`config.mk`:
```
export PLATFORM = sky130hd
export DESIGN_NAME = axi_wr_arb2_flat
export DESIGN_NICKNAME = d
export VERILOG_FILES = /design/src/rtl/axi_wr_arb2_if.sv /design/src/rtl/axi_wr_arb2.sv /design/src/flat_wrapper.sv
export SDC_FILE = /design/constraint.sdc
export NUM_CORES = 1
export LEC_CHECK = 0
export CAP_MARGIN = 10
export CORE_AREA = 2 2 117 119
export DETAILED_ROUTE_END_ITERATION = 10
export DIE_AREA = 0 0 119 121
export HOLD_SLACK_MARGIN = 0.1
export PLACE_DENSITY = 0.68
export RECOVER_POWER = 50
export SYNTH_ARGS = -nofsm -noshare
export SYNTH_HDL_FRONTEND = slang
export SYNTH_SLANG_ARGS = --single-unit
```
`constraint.sdc`:
```
create_clock -name clk -period 5.3 [get_ports clk]
set_clock_uncertainty 0.2 [all_clocks]
set_input_delay 0.795 -clock clk [delete_from_list [all_inputs] [get_ports clk]]
set_output_delay 0.795 -clock clk [all_outputs]
set_load 0.01 [all_outputs]
```
`src/rtl/axi_wr_arb2_if.sv`:
```
// AXI write-channel bundle (AW/W/B) shared by
// both upstream masters and the downstream slave.
interface axi_wr_arb2_if #(
  parameter int ADDR_W = 32,
  parameter int DATA_W = 32,
  parameter int ID_W   = 4
);
  logic              awvalid;
  logic              awready;
  logic [ID_W-1:0]   awid;
  logic [ADDR_W-1:0] awaddr;
  logic [3:0]        awlen;
  logic [2:0]        awsize;
  logic [1:0]        awburst;

  logic                wvalid;
  logic                wready;
  logic [ID_W-1:0]     wid;
  logic [DATA_W-1:0]   wdata;
  logic [DATA_W/8-1:0] wstrb;
  logic                wlast;

  logic            bvalid;
  logic            bready;
  logic [ID_W-1:0] bid;
  logic [1:0]      bresp;

  modport master (
    output awvalid, awid, awaddr, awlen,
    output awsize, awburst,
    output wvalid, wid, wdata, wstrb, wlast,
    output bready,
    input  awready, wready,
    input  bvalid, bid, bresp
  );

  modport slave (
    input  awvalid, awid, awaddr, awlen,
    input  awsize, awburst,
    input  wvalid, wid, wdata, wstrb, wlast,
    input  bready,
    output awready, wready,
    output bvalid, bid, bresp
  );
endinterface

```
`src/rtl/axi_wr_arb2.sv`:
```
// Two-master AXI write arbiter: one burst at a
// time, round-robin, locally generated WLAST.
module axi_wr_arb2 #(
  parameter int ADDR_W = 32,
  parameter int DATA_W = 32,
  parameter int ID_W   = 4
) (
  input  logic          clk,
  input  logic          rst,
  axi_wr_arb2_if.slave  m0,
  axi_wr_arb2_if.slave  m1,
  axi_wr_arb2_if.master s,
  output logic          grant,
  output logic          busy,
  output logic          err_pulse
);

  typedef enum logic [1:0] {
    IDLE,
    ADDR,
    DATA,
    RESP
  } state_t;

  state_t          state_q, state_d;
  logic            grant_q, grant_d;
  logic            last_q, last_d;
  logic [3:0]      len_q, len_d;
  logic [ID_W-1:0] id_q, id_d;
  logic [3:0]      beat_q, beat_d;

  logic aw_go, w_go, b_go;
  logic wlast_c;

  logic              awvalid_g;
  logic [ID_W-1:0]   awid_g;
  logic [ADDR_W-1:0] awaddr_g;
  logic [3:0]        awlen_g;
  logic                wvalid_g;
  logic [ID_W-1:0]     wid_g;
  logic [DATA_W-1:0]   wdata_g;
  logic [DATA_W/8-1:0] wstrb_g;
  logic                wlast_g;
  logic                bready_g;

  assign awvalid_g = grant_q ? m1.awvalid : m0.awvalid;
  assign awid_g    = grant_q ? m1.awid    : m0.awid;
  assign awaddr_g  = grant_q ? m1.awaddr  : m0.awaddr;
  assign awlen_g   = grant_q ? m1.awlen   : m0.awlen;
  assign wvalid_g  = grant_q ? m1.wvalid  : m0.wvalid;
  assign wid_g     = grant_q ? m1.wid     : m0.wid;
  assign wdata_g   = grant_q ? m1.wdata   : m0.wdata;
  assign wstrb_g   = grant_q ? m1.wstrb   : m0.wstrb;
  assign wlast_g   = grant_q ? m1.wlast   : m0.wlast;
  assign bready_g  = grant_q ? m1.bready  : m0.bready;

  assign wlast_c = (beat_q == len_q);

  always_ff @(posedge clk or negedge rst) begin
    if (!rst) begin
      state_q <= IDLE;
      grant_q <= 1'b0;
      last_q  <= 1'b1;
      len_q   <= '0;
      id_q    <= '0;
      beat_q  <= '0;
    end else begin
      state_q <= state_d;
      grant_q <= grant_d;
      last_q  <= last_d;
      len_q   <= len_d;
      id_q    <= id_d;
      beat_q  <= beat_d;
    end
  end

  always_comb begin
    state_d   = state_q;
    grant_d   = grant_q;
    last_d    = last_q;
    len_d     = len_q;
    id_d      = id_q;
    beat_d    = beat_q;
    aw_go     = 1'b0;
    w_go      = 1'b0;
    b_go      = 1'b0;
    err_pulse = 1'b0;
    unique case (state_q)
      IDLE: begin
        if (m0.awvalid || m1.awvalid) begin
          state_d = ADDR;
          // Tie goes to whoever did not win last
          grant_d = (m0.awvalid && m1.awvalid)
                  ? ~last_q : m1.awvalid;
        end
      end
      ADDR: begin
        aw_go = 1'b1;
        if (awvalid_g && s.awready) begin
          len_d   = awlen_g;
          id_d    = awid_g;
          beat_d  = '0;
          state_d = DATA;
        end
      end
      DATA: begin
        w_go = 1'b1;
        if (wvalid_g && s.wready) begin
          beat_d    = beat_q + 4'd1;
          err_pulse = (wid_g != id_q)
                    || (wlast_g != wlast_c);
          if (wlast_c) state_d = RESP;
        end
      end
      RESP: begin
        b_go = 1'b1;
        if (s.bvalid && bready_g) begin
          last_d  = grant_q;
          state_d = IDLE;
        end
      end
      default: state_d = IDLE;
    endcase
  end

  assign s.awvalid = aw_go & awvalid_g;
  assign s.awid    = awid_g;
  assign s.awaddr  = awaddr_g;
  assign s.awlen   = awlen_g;
  assign s.awsize  = grant_q ? m1.awsize : m0.awsize;
  assign s.awburst = grant_q ? m1.awburst
                             : m0.awburst;

  assign s.wvalid = w_go & wvalid_g;
  assign s.wid    = wid_g;
  assign s.wdata  = wdata_g;
  assign s.wstrb  = wstrb_g;
  assign s.wlast  = wlast_c;

  assign s.bready = b_go & bready_g;

  assign m0.awready = aw_go & ~grant_q & s.awready;
  assign m1.awready = aw_go &  grant_q & s.awready;
  assign m0.wready  = w_go  & ~grant_q & s.wready;
  assign m1.wready  = w_go  &  grant_q & s.wready;
  assign m0.bvalid  = b_go  & ~grant_q & s.bvalid;
  assign m1.bvalid  = b_go  &  grant_q & s.bvalid;
  assign m0.bid     = s.bid;
  assign m1.bid     = s.bid;
  assign m0.bresp   = s.bresp;
  assign m1.bresp   = s.bresp;

  assign grant = grant_q;
  assign busy  = (state_q != IDLE);

endmodule

```
`src/flat_wrapper.sv`:
```
// flat-port wrapper written by rule: the top's interface ports become plain ports
module axi_wr_arb2_flat 
#(
  parameter int ADDR_W = 32,
  parameter int DATA_W = 32,
  parameter int ID_W   = 4
)
  (clk, rst, grant, busy, err_pulse, m0_awvalid, m0_awid, m0_awaddr, m0_awlen, m0_awsize, m0_awburst, m0_wvalid, m0_wid, m0_wdata, m0_wstrb, m0_wlast, m0_bready, m0_awready, m0_wready, m0_bvalid, m0_bid, m0_bresp, m1_awvalid, m1_awid, m1_awaddr, m1_awlen, m1_awsize, m1_awburst, m1_wvalid, m1_wid, m1_wdata, m1_wstrb, m1_wlast, m1_bready, m1_awready, m1_wready, m1_bvalid, m1_bid, m1_bresp, s_awvalid, s_awid, s_awaddr, s_awlen, s_awsize, s_awburst, s_wvalid, s_wid, s_wdata, s_wstrb, s_wlast, s_bready, s_awready, s_wready, s_bvalid, s_bid, s_bresp);
  axi_wr_arb2_if #(.ADDR_W(ADDR_W), .DATA_W(DATA_W), .ID_W(ID_W)) m0_i ();
  axi_wr_arb2_if #(.ADDR_W(ADDR_W), .DATA_W(DATA_W), .ID_W(ID_W)) m1_i ();
  axi_wr_arb2_if #(.ADDR_W(ADDR_W), .DATA_W(DATA_W), .ID_W(ID_W)) s_i ();
  input  logic clk;
  input  logic rst;
  output logic grant;
  output logic busy;
  output logic err_pulse;
  input wire logic [$bits(m0_i.awvalid)-1:0] m0_awvalid;
  input wire logic [$bits(m0_i.awid)-1:0] m0_awid;
  input wire logic [$bits(m0_i.awaddr)-1:0] m0_awaddr;
  input wire logic [$bits(m0_i.awlen)-1:0] m0_awlen;
  input wire logic [$bits(m0_i.awsize)-1:0] m0_awsize;
  input wire logic [$bits(m0_i.awburst)-1:0] m0_awburst;
  input wire logic [$bits(m0_i.wvalid)-1:0] m0_wvalid;
  input wire logic [$bits(m0_i.wid)-1:0] m0_wid;
  input wire logic [$bits(m0_i.wdata)-1:0] m0_wdata;
  input wire logic [$bits(m0_i.wstrb)-1:0] m0_wstrb;
  input wire logic [$bits(m0_i.wlast)-1:0] m0_wlast;
  input wire logic [$bits(m0_i.bready)-1:0] m0_bready;
  output wire logic [$bits(m0_i.awready)-1:0] m0_awready;
  output wire logic [$bits(m0_i.wready)-1:0] m0_wready;
  output wire logic [$bits(m0_i.bvalid)-1:0] m0_bvalid;
  output wire logic [$bits(m0_i.bid)-1:0] m0_bid;
  output wire logic [$bits(m0_i.bresp)-1:0] m0_bresp;
  input wire logic [$bits(m1_i.awvalid)-1:0] m1_awvalid;
  input wire logic [$bits(m1_i.awid)-1:0] m1_awid;
  input wire logic [$bits(m1_i.awaddr)-1:0] m1_awaddr;
  input wire logic [$bits(m1_i.awlen)-1:0] m1_awlen;
  input wire logic [$bits(m1_i.awsize)-1:0] m1_awsize;
  input wire logic [$bits(m1_i.awburst)-1:0] m1_awburst;
  input wire logic [$bits(m1_i.wvalid)-1:0] m1_wvalid;
  input wire logic [$bits(m1_i.wid)-1:0] m1_wid;
  input wire logic [$bits(m1_i.wdata)-1:0] m1_wdata;
  input wire logic [$bits(m1_i.wstrb)-1:0] m1_wstrb;
  input wire logic [$bits(m1_i.wlast)-1:0] m1_wlast;
  input wire logic [$bits(m1_i.bready)-1:0] m1_bready;
  output wire logic [$bits(m1_i.awready)-1:0] m1_awready;
  output wire logic [$bits(m1_i.wready)-1:0] m1_wready;
  output wire logic [$bits(m1_i.bvalid)-1:0] m1_bvalid;
  output wire logic [$bits(m1_i.bid)-1:0] m1_bid;
  output wire logic [$bits(m1_i.bresp)-1:0] m1_bresp;
  output wire logic [$bits(s_i.awvalid)-1:0] s_awvalid;
  output wire logic [$bits(s_i.awid)-1:0] s_awid;
  output wire logic [$bits(s_i.awaddr)-1:0] s_awaddr;
  output wire logic [$bits(s_i.awlen)-1:0] s_awlen;
  output wire logic [$bits(s_i.awsize)-1:0] s_awsize;
  output wire logic [$bits(s_i.awburst)-1:0] s_awburst;
  output wire logic [$bits(s_i.wvalid)-1:0] s_wvalid;
  output wire logic [$bits(s_i.wid)-1:0] s_wid;
  output wire logic [$bits(s_i.wdata)-1:0] s_wdata;
  output wire logic [$bits(s_i.wstrb)-1:0] s_wstrb;
  output wire logic [$bits(s_i.wlast)-1:0] s_wlast;
  output wire logic [$bits(s_i.bready)-1:0] s_bready;
  input wire logic [$bits(s_i.awready)-1:0] s_awready;
  input wire logic [$bits(s_i.wready)-1:0] s_wready;
  input wire logic [$bits(s_i.bvalid)-1:0] s_bvalid;
  input wire logic [$bits(s_i.bid)-1:0] s_bid;
  input wire logic [$bits(s_i.bresp)-1:0] s_bresp;
  assign m0_i.awvalid = m0_awvalid;
  assign m0_i.awid = m0_awid;
  assign m0_i.awaddr = m0_awaddr;
  assign m0_i.awlen = m0_awlen;
  assign m0_i.awsize = m0_awsize;
  assign m0_i.awburst = m0_awburst;
  assign m0_i.wvalid = m0_wvalid;
  assign m0_i.wid = m0_wid;
  assign m0_i.wdata = m0_wdata;
  assign m0_i.wstrb = m0_wstrb;
  assign m0_i.wlast = m0_wlast;
  assign m0_i.bready = m0_bready;
  assign m0_awready = m0_i.awready;
  assign m0_wready = m0_i.wready;
  assign m0_bvalid = m0_i.bvalid;
  assign m0_bid = m0_i.bid;
  assign m0_bresp = m0_i.bresp;
  assign m1_i.awvalid = m1_awvalid;
  assign m1_i.awid = m1_awid;
  assign m1_i.awaddr = m1_awaddr;
  assign m1_i.awlen = m1_awlen;
  assign m1_i.awsize = m1_awsize;
  assign m1_i.awburst = m1_awburst;
  assign m1_i.wvalid = m1_wvalid;
  assign m1_i.wid = m1_wid;
  assign m1_i.wdata = m1_wdata;
  assign m1_i.wstrb = m1_wstrb;
  assign m1_i.wlast = m1_wlast;
  assign m1_i.bready = m1_bready;
  assign m1_awready = m1_i.awready;
  assign m1_wready = m1_i.wready;
  assign m1_bvalid = m1_i.bvalid;
  assign m1_bid = m1_i.bid;
  assign m1_bresp = m1_i.bresp;
  assign s_awvalid = s_i.awvalid;
  assign s_awid = s_i.awid;
  assign s_awaddr = s_i.awaddr;
  assign s_awlen = s_i.awlen;
  assign s_awsize = s_i.awsize;
  assign s_awburst = s_i.awburst;
  assign s_wvalid = s_i.wvalid;
  assign s_wid = s_i.wid;
  assign s_wdata = s_i.wdata;
  assign s_wstrb = s_i.wstrb;
  assign s_wlast = s_i.wlast;
  assign s_bready = s_i.bready;
  assign s_i.awready = s_awready;
  assign s_i.wready = s_wready;
  assign s_i.bvalid = s_bvalid;
  assign s_i.bid = s_bid;
  assign s_i.bresp = s_bresp;
  axi_wr_arb2 #(.ADDR_W(ADDR_W), .DATA_W(DATA_W), .ID_W(ID_W)) u_core (.clk(clk), .rst(rst), .m0(m0_i), .m1(m1_i), .s(s_i), .grant(grant), .busy(busy), .err_pulse(err_pulse));
endmodule
```
# ---- After elaboration in Yosys (flattened, before gate mapping)
# Index checks and enable logic that the tools add are counted.
dict set report word_totals {
  mem_count 0
  latchBits 0
  out_inout_bits 110
  regBits 16
  word_cells 76
  ram_bits 0
  romBits 0
  inputBits 189
}
dict set report op_classes {
  bitwise 17
  n_shift 0
  n_div 0
  n_addsub 1
  n_eq_ne 11
  n_reduce_logical 14
  n_mul 0
  n_lt_le_gt_ge 0
  n_mux 27
}
# cell count
set op_table {}
lappend op_table {{32-bit two-way mux} 2}
lappend op_table {{4-bit two-way mux} 6}
lappend op_table {{1-bit bitwise AND} 15}
lappend op_table {{2-bit two-way mux} 6}
lappend op_table {{1-bit two-way mux} 10}
lappend op_table {{2-bit by 1-bit inequality test with 1-bit output (second input constant)} 5}
lappend op_table {{2-bit one-hot mux with 4 select lines} 1}
lappend op_table {{4-bit one-hot mux with 2 select lines} 1}
lappend op_table {{2-bit AND reduction} 3}
lappend op_table {{5-bit AND reduction} 1}
lappend op_table {{4-bit by 1-bit adder with 4-bit output (second input constant)} 1}
lappend op_table {{2-bit equality test (second input constant)} 2}
lappend op_table {{4-bit equality test} 1}
lappend op_table {{1-bit logical AND} 4}
lappend op_table {{4-bit inequality test} 1}
lappend op_table {{2-bit nonzero test} 2}
lappend op_table {{3-bit two-way mux} 1}
lappend op_table {{3-bit AND reduction} 1}
lappend op_table {{2-bit by 1-bit equality test with 1-bit output (second input constant)} 1}
lappend op_table {{2-bit logical NOT} 1}
lappend op_table {{1-bit logical OR} 2}
lappend op_table {{1-bit inverter} 2}
lappend op_table {{1-bit inequality test} 1}

# ---- Depth between registers and ports, before layout
dict set report depth {
  ltp_word 5
  ltp_mapped 6
}

# ---- Least setup slack after synthesis
# OpenSTA, ideal clock, no wires.
dict set report synth_path {
  path_kind {input -> output}
  start {input m1_wid[3]}
  end {output err_pulse}
  arrival_time_ns 1.635
  path_slack_ns 2.670
  t_required_ns 4.305
  cell_stages 4
  cell_sequence {mux2_2 xor2_1 nor4_1 a211oi_1}
}
dict set report synth_via {
  elab_chain_cells 5
}
# element line
set synth_rtl {}
lappend synth_rtl {{start, declared} flat_wrapper.sv:41} ;# input wire logic [$bits(m1_i.wid)-1:0] m1_wid;
lappend synth_rtl {{4-bit two-way mux} axi_wr_arb2.sv:51} ;# assign wid_g = grant_q ? m1.wid : m0.wid;
lappend synth_rtl {{4-bit inequality test} axi_wr_arb2.sv:110} ;# err_pulse = (wid_g != id_q)
lappend synth_rtl {{1-bit logical OR} axi_wr_arb2.sv:111} ;# || (wlast_g != wlast_c);
lappend synth_rtl {{1-bit two-way mux} axi_wr_arb2.sv:108} ;# if (wvalid_g && s.wready) begin
lappend synth_rtl {{1-bit two-way mux} axi_wr_arb2.sv:88} ;# unique case (state_q)
lappend synth_rtl {{end, declared} flat_wrapper.sv:16} ;# output logic err_pulse;
# Every way passes these cells.

# ---- Final worst setup path
dict set report layout_path {
  start {register u_core.grant_q (netlist: u_core.grant)}
  end {output s_awvalid}
}
dict set report layout_via {
  elab_chain_cells 2
}
# element line
set layout_rtl {}
lappend layout_rtl {{start, declared} axi_wr_arb2.sv:26} ;# logic grant_q, grant_d;
lappend layout_rtl {{start signal, assigned} axi_wr_arb2.sv:69} ;# grant_q <= grant_d;
lappend layout_rtl {{1-bit two-way mux} axi_wr_arb2.sv:46} ;# assign awvalid_g = grant_q ? m1.awvalid : m0.awvalid;
lappend layout_rtl {{1-bit bitwise AND} axi_wr_arb2.sv:126} ;# assign s.awvalid = aw_go & awvalid_g;
lappend layout_rtl {{end, declared} flat_wrapper.sv:51} ;# output wire logic [$bits(s_i.awvalid)-1:0] s_awvalid;
# Every way passes these cells.

==> impl_metrics.ini <==
[global_routing]
grt_overflow = 0
grt_antenna_before_repair = 0
grt_max_degree = 39
grt_pass1_vias = 2796
grt_pass1_wl_um = 16400
grt.total_usage_pct = 14.8

[detailed_routing]
initialDrtViolationCount = 52
drt_wl_total_um = 11400
dr.pass1.iters = 4
vias = 2619
wl_per_cell_um = 17.8
drc = 0
ant_nets = 0
viasPerCell = 4.08

[cells_and_area]
diodes = 0
fin_cells = 642
n_fill_cell = 1302
multi_input_area_um2 = 1530
areaGrowthSynthToFinish_pct = 136
layout-drive-gt1-share_pct = 22.3
regArea_um2 = 405
nNetsFinal = 661

[setup_path]
critical_path_required_ns = 4.30
end_kind = output pin
cp_slowest_stage_delay_ns = 1.10
worstPathMaxFanout = 33
slowest_stage = clkbuf_1
crit_type = reg -> out
startpoint_type = flop
cp_data_arrival_time_ns = 3.06
crit_chain = clkbuf_1 > mux2i_1 > nor2b_1 > clkdlybuf4s50_1

[logic_synthesis]
yosys_warnings = 0
syn_nets = 397
synth-edff-count = 0
synth_cells = 203
synth_area_um2 = 2150
yosysUniqueCellTypes = 36
async_flop_share_pct = 100
synth_area_per_cell_um2 = 10.6
synth_top_flop_cell = dfrtp_1
ys_seq_area_share_pct = 18.6
yosys_register_bits = 16

[placement]
gp_congestion = 0.843
place_inst = 638
hpwl_um = 9750
port_buffers = 280

[timing]
rsz0062_at_grt = no
finalSetupViolations = 0
tns_ns = 0
fin_crit_sh_pct = 76.4
slew_violations = 0
hold_viol_final = 0
fin_crit_ns = 4.05
slew_headroom_pct = 3.74
tightest_slew_ns = 1.44
max_freq_mhz = 247
fin_hold_ws_ns = 0.327

[die]
core_um2 = 13100
dieArea_um2 = 14400
initial_core_util_pct = 16.5
core.rowCount = 42
die_x_um = 119
die_y_um = 121
io_pins = 299

[pwr]
ir_drop_v = 0.000195
powerDensity_nw_per_um2 = 371
leakage_nw = 1.97

[worst_hold_path]
hold_class = reg -> reg

[clock_tree]
path_clk_slew_ns = 0.05
clkSinkCount = 16
cts_resized = 0
numCtsBuffers = 3
cts_root_buf = clkbuf_16
cts_setup_buffers = 0
cts_max_level = 1
clock_latency_ns = 0.25
cts_buffer_depth = 2
cts_hold_buffers = 0
cts_tree = built

[job]
drv_cap = 0

[outcome]
outcome = complete, no violations
-- layout by cell type (no fill, tap or decap) --
cell type and count:
ha_1 5, dlygate4sd3_1 29, a21boi_0 1, nor3b_1 1, mux2_4 3, clkdlybuf4s50_1 251, clkbuf_16 3, a32o_1 2
a211o_1 1, a21oi_1 1, buf_4 1, dfrtp_1 14, nor4_1 2, clkbuf_1 2, o21ai_0 1, mux2_2 92
o21ai_2 1, dfstp_2 1, and2b_1 1, xor2_1 9, nor2b_1 3, a211oi_2 1, mux2i_1 5, inv_1 8
nand4_1 1, a31oi_1 2, nor3_1 1, o2111ai_1 2, nand3_1 2, nor2_1 7, and3_1 4, nand2_1 6
dfrtp_4 1, and3_2 1, a211oi_1 1
-- flip-flops by register name (all words and copies together), names as in the netlist --
name            cells
u_core.beat_q       4
u_core.grant        1
u_core.id_q         4
u_core.last_q       1
u_core.len_q        4
u_core.state_q      2
-- final cells by class --
class,instances,area share [%]
clock buffer,4,1.55
inverter,8,0.592
multi-input combinational,156,30.1
sequential,16,7.99
tap,176,4.34
timing repair buffer,282,55.4
-- through the flow --
stage / util [%] / cell area (µm²) / power (W) / setup slack [ns]
6_report: 38.8 / 5070 / 0.00188 / 1.25
5_1_grt: 38.8 / 5070 / 0.00200 / 1.00
4_1_cts: 39.1 / 5110 / 0.00197 / 1.62
3_5_place_dp: 38.5 / 5040 / 0.00181 / 1.64
3_3_place_gp: 38.5 / 5040 / 0.00179 / 1.65
2_1_floorplan: - / 2150 / 0.00109 / 2.67
-- cells in the mapped netlist (2+ instances only) --
cell	number	share of area (%)
buf_2	8	1.9
nand3_1	2	0.46
mux2i_1	4	1.9
dfrtp_1	15	17
and3_1	3	0.87
buf_6	2	1.0
buf_4	13	4.5
nor2b_1	3	0.87
a31oi_1	2	0.58
nand2_1	6	1.0
nor2_1	6	1.0
o21ai_2	2	0.81
mux2_2	92	48
a32o_1	2	0.93
xor2_1	9	3.7
inv_1	8	1.4
mux2_4	3	2.1
ha_1	5	2.9
-- report_power, final --
group	switching, W	total, W	internal, W	leakage [nW]
clock	0.0000464	0.000148	0.000102	0.0382
combinational	0.000584	0.00146	0.000875	1.73
sequential	0.0000913	0.000273	0.000182	0.195
-- worst max-delay path, delay by kind of cell, from the launching register on --
family	cells	cell delay, ns
flip-flops	1	0.69
buffers and inverters	2	1.65
AND/OR/NAND/NOR	1	0.18
multiplexers	1	0.29
-- worst paths after layout --
kind                       cells after the start       startpoint  slack, ns                to
setup / recovery                               4     u_core.grant       1.25         s_awvalid
hold / removal                                 1  u_core.len_q[3]       0.33   u_core.len_q[3]
setup reg to reg                               5     u_core.grant       1.73  u_core.beat_q[0]
hold reg to reg                                1  u_core.len_q[3]       0.33   u_core.len_q[3]
max in group asynchronous                      1              rst       3.50      u_core.grant
min in group asynchronous                      1              rst       0.86   u_core.len_q[3]
-- cells by family (layout without fill, tap and decap cells) --
family          Yosys count  after routing  share of synthesized area, %
compound gates           13             13                          5.34
xor+xnor                  9              9                          3.66
fa+ha+maj                 5              5                          2.90
buf+inv                  31            294                          8.83
flops                    16             16                          18.6
mux                     100            100                          52.7
simple gates             29             29                          7.96
-- layer usage --
metal	part of all wire, %	track usage [%]	up-vias
li1	-	-	1255
met1	42	18.0	1213
met2	50	26.8	143
met3	7.3	3.62	8
met4	0.66	2.01	0
met5	0	0	-
No activity file was read; power rests on OpenSTA's default activity.
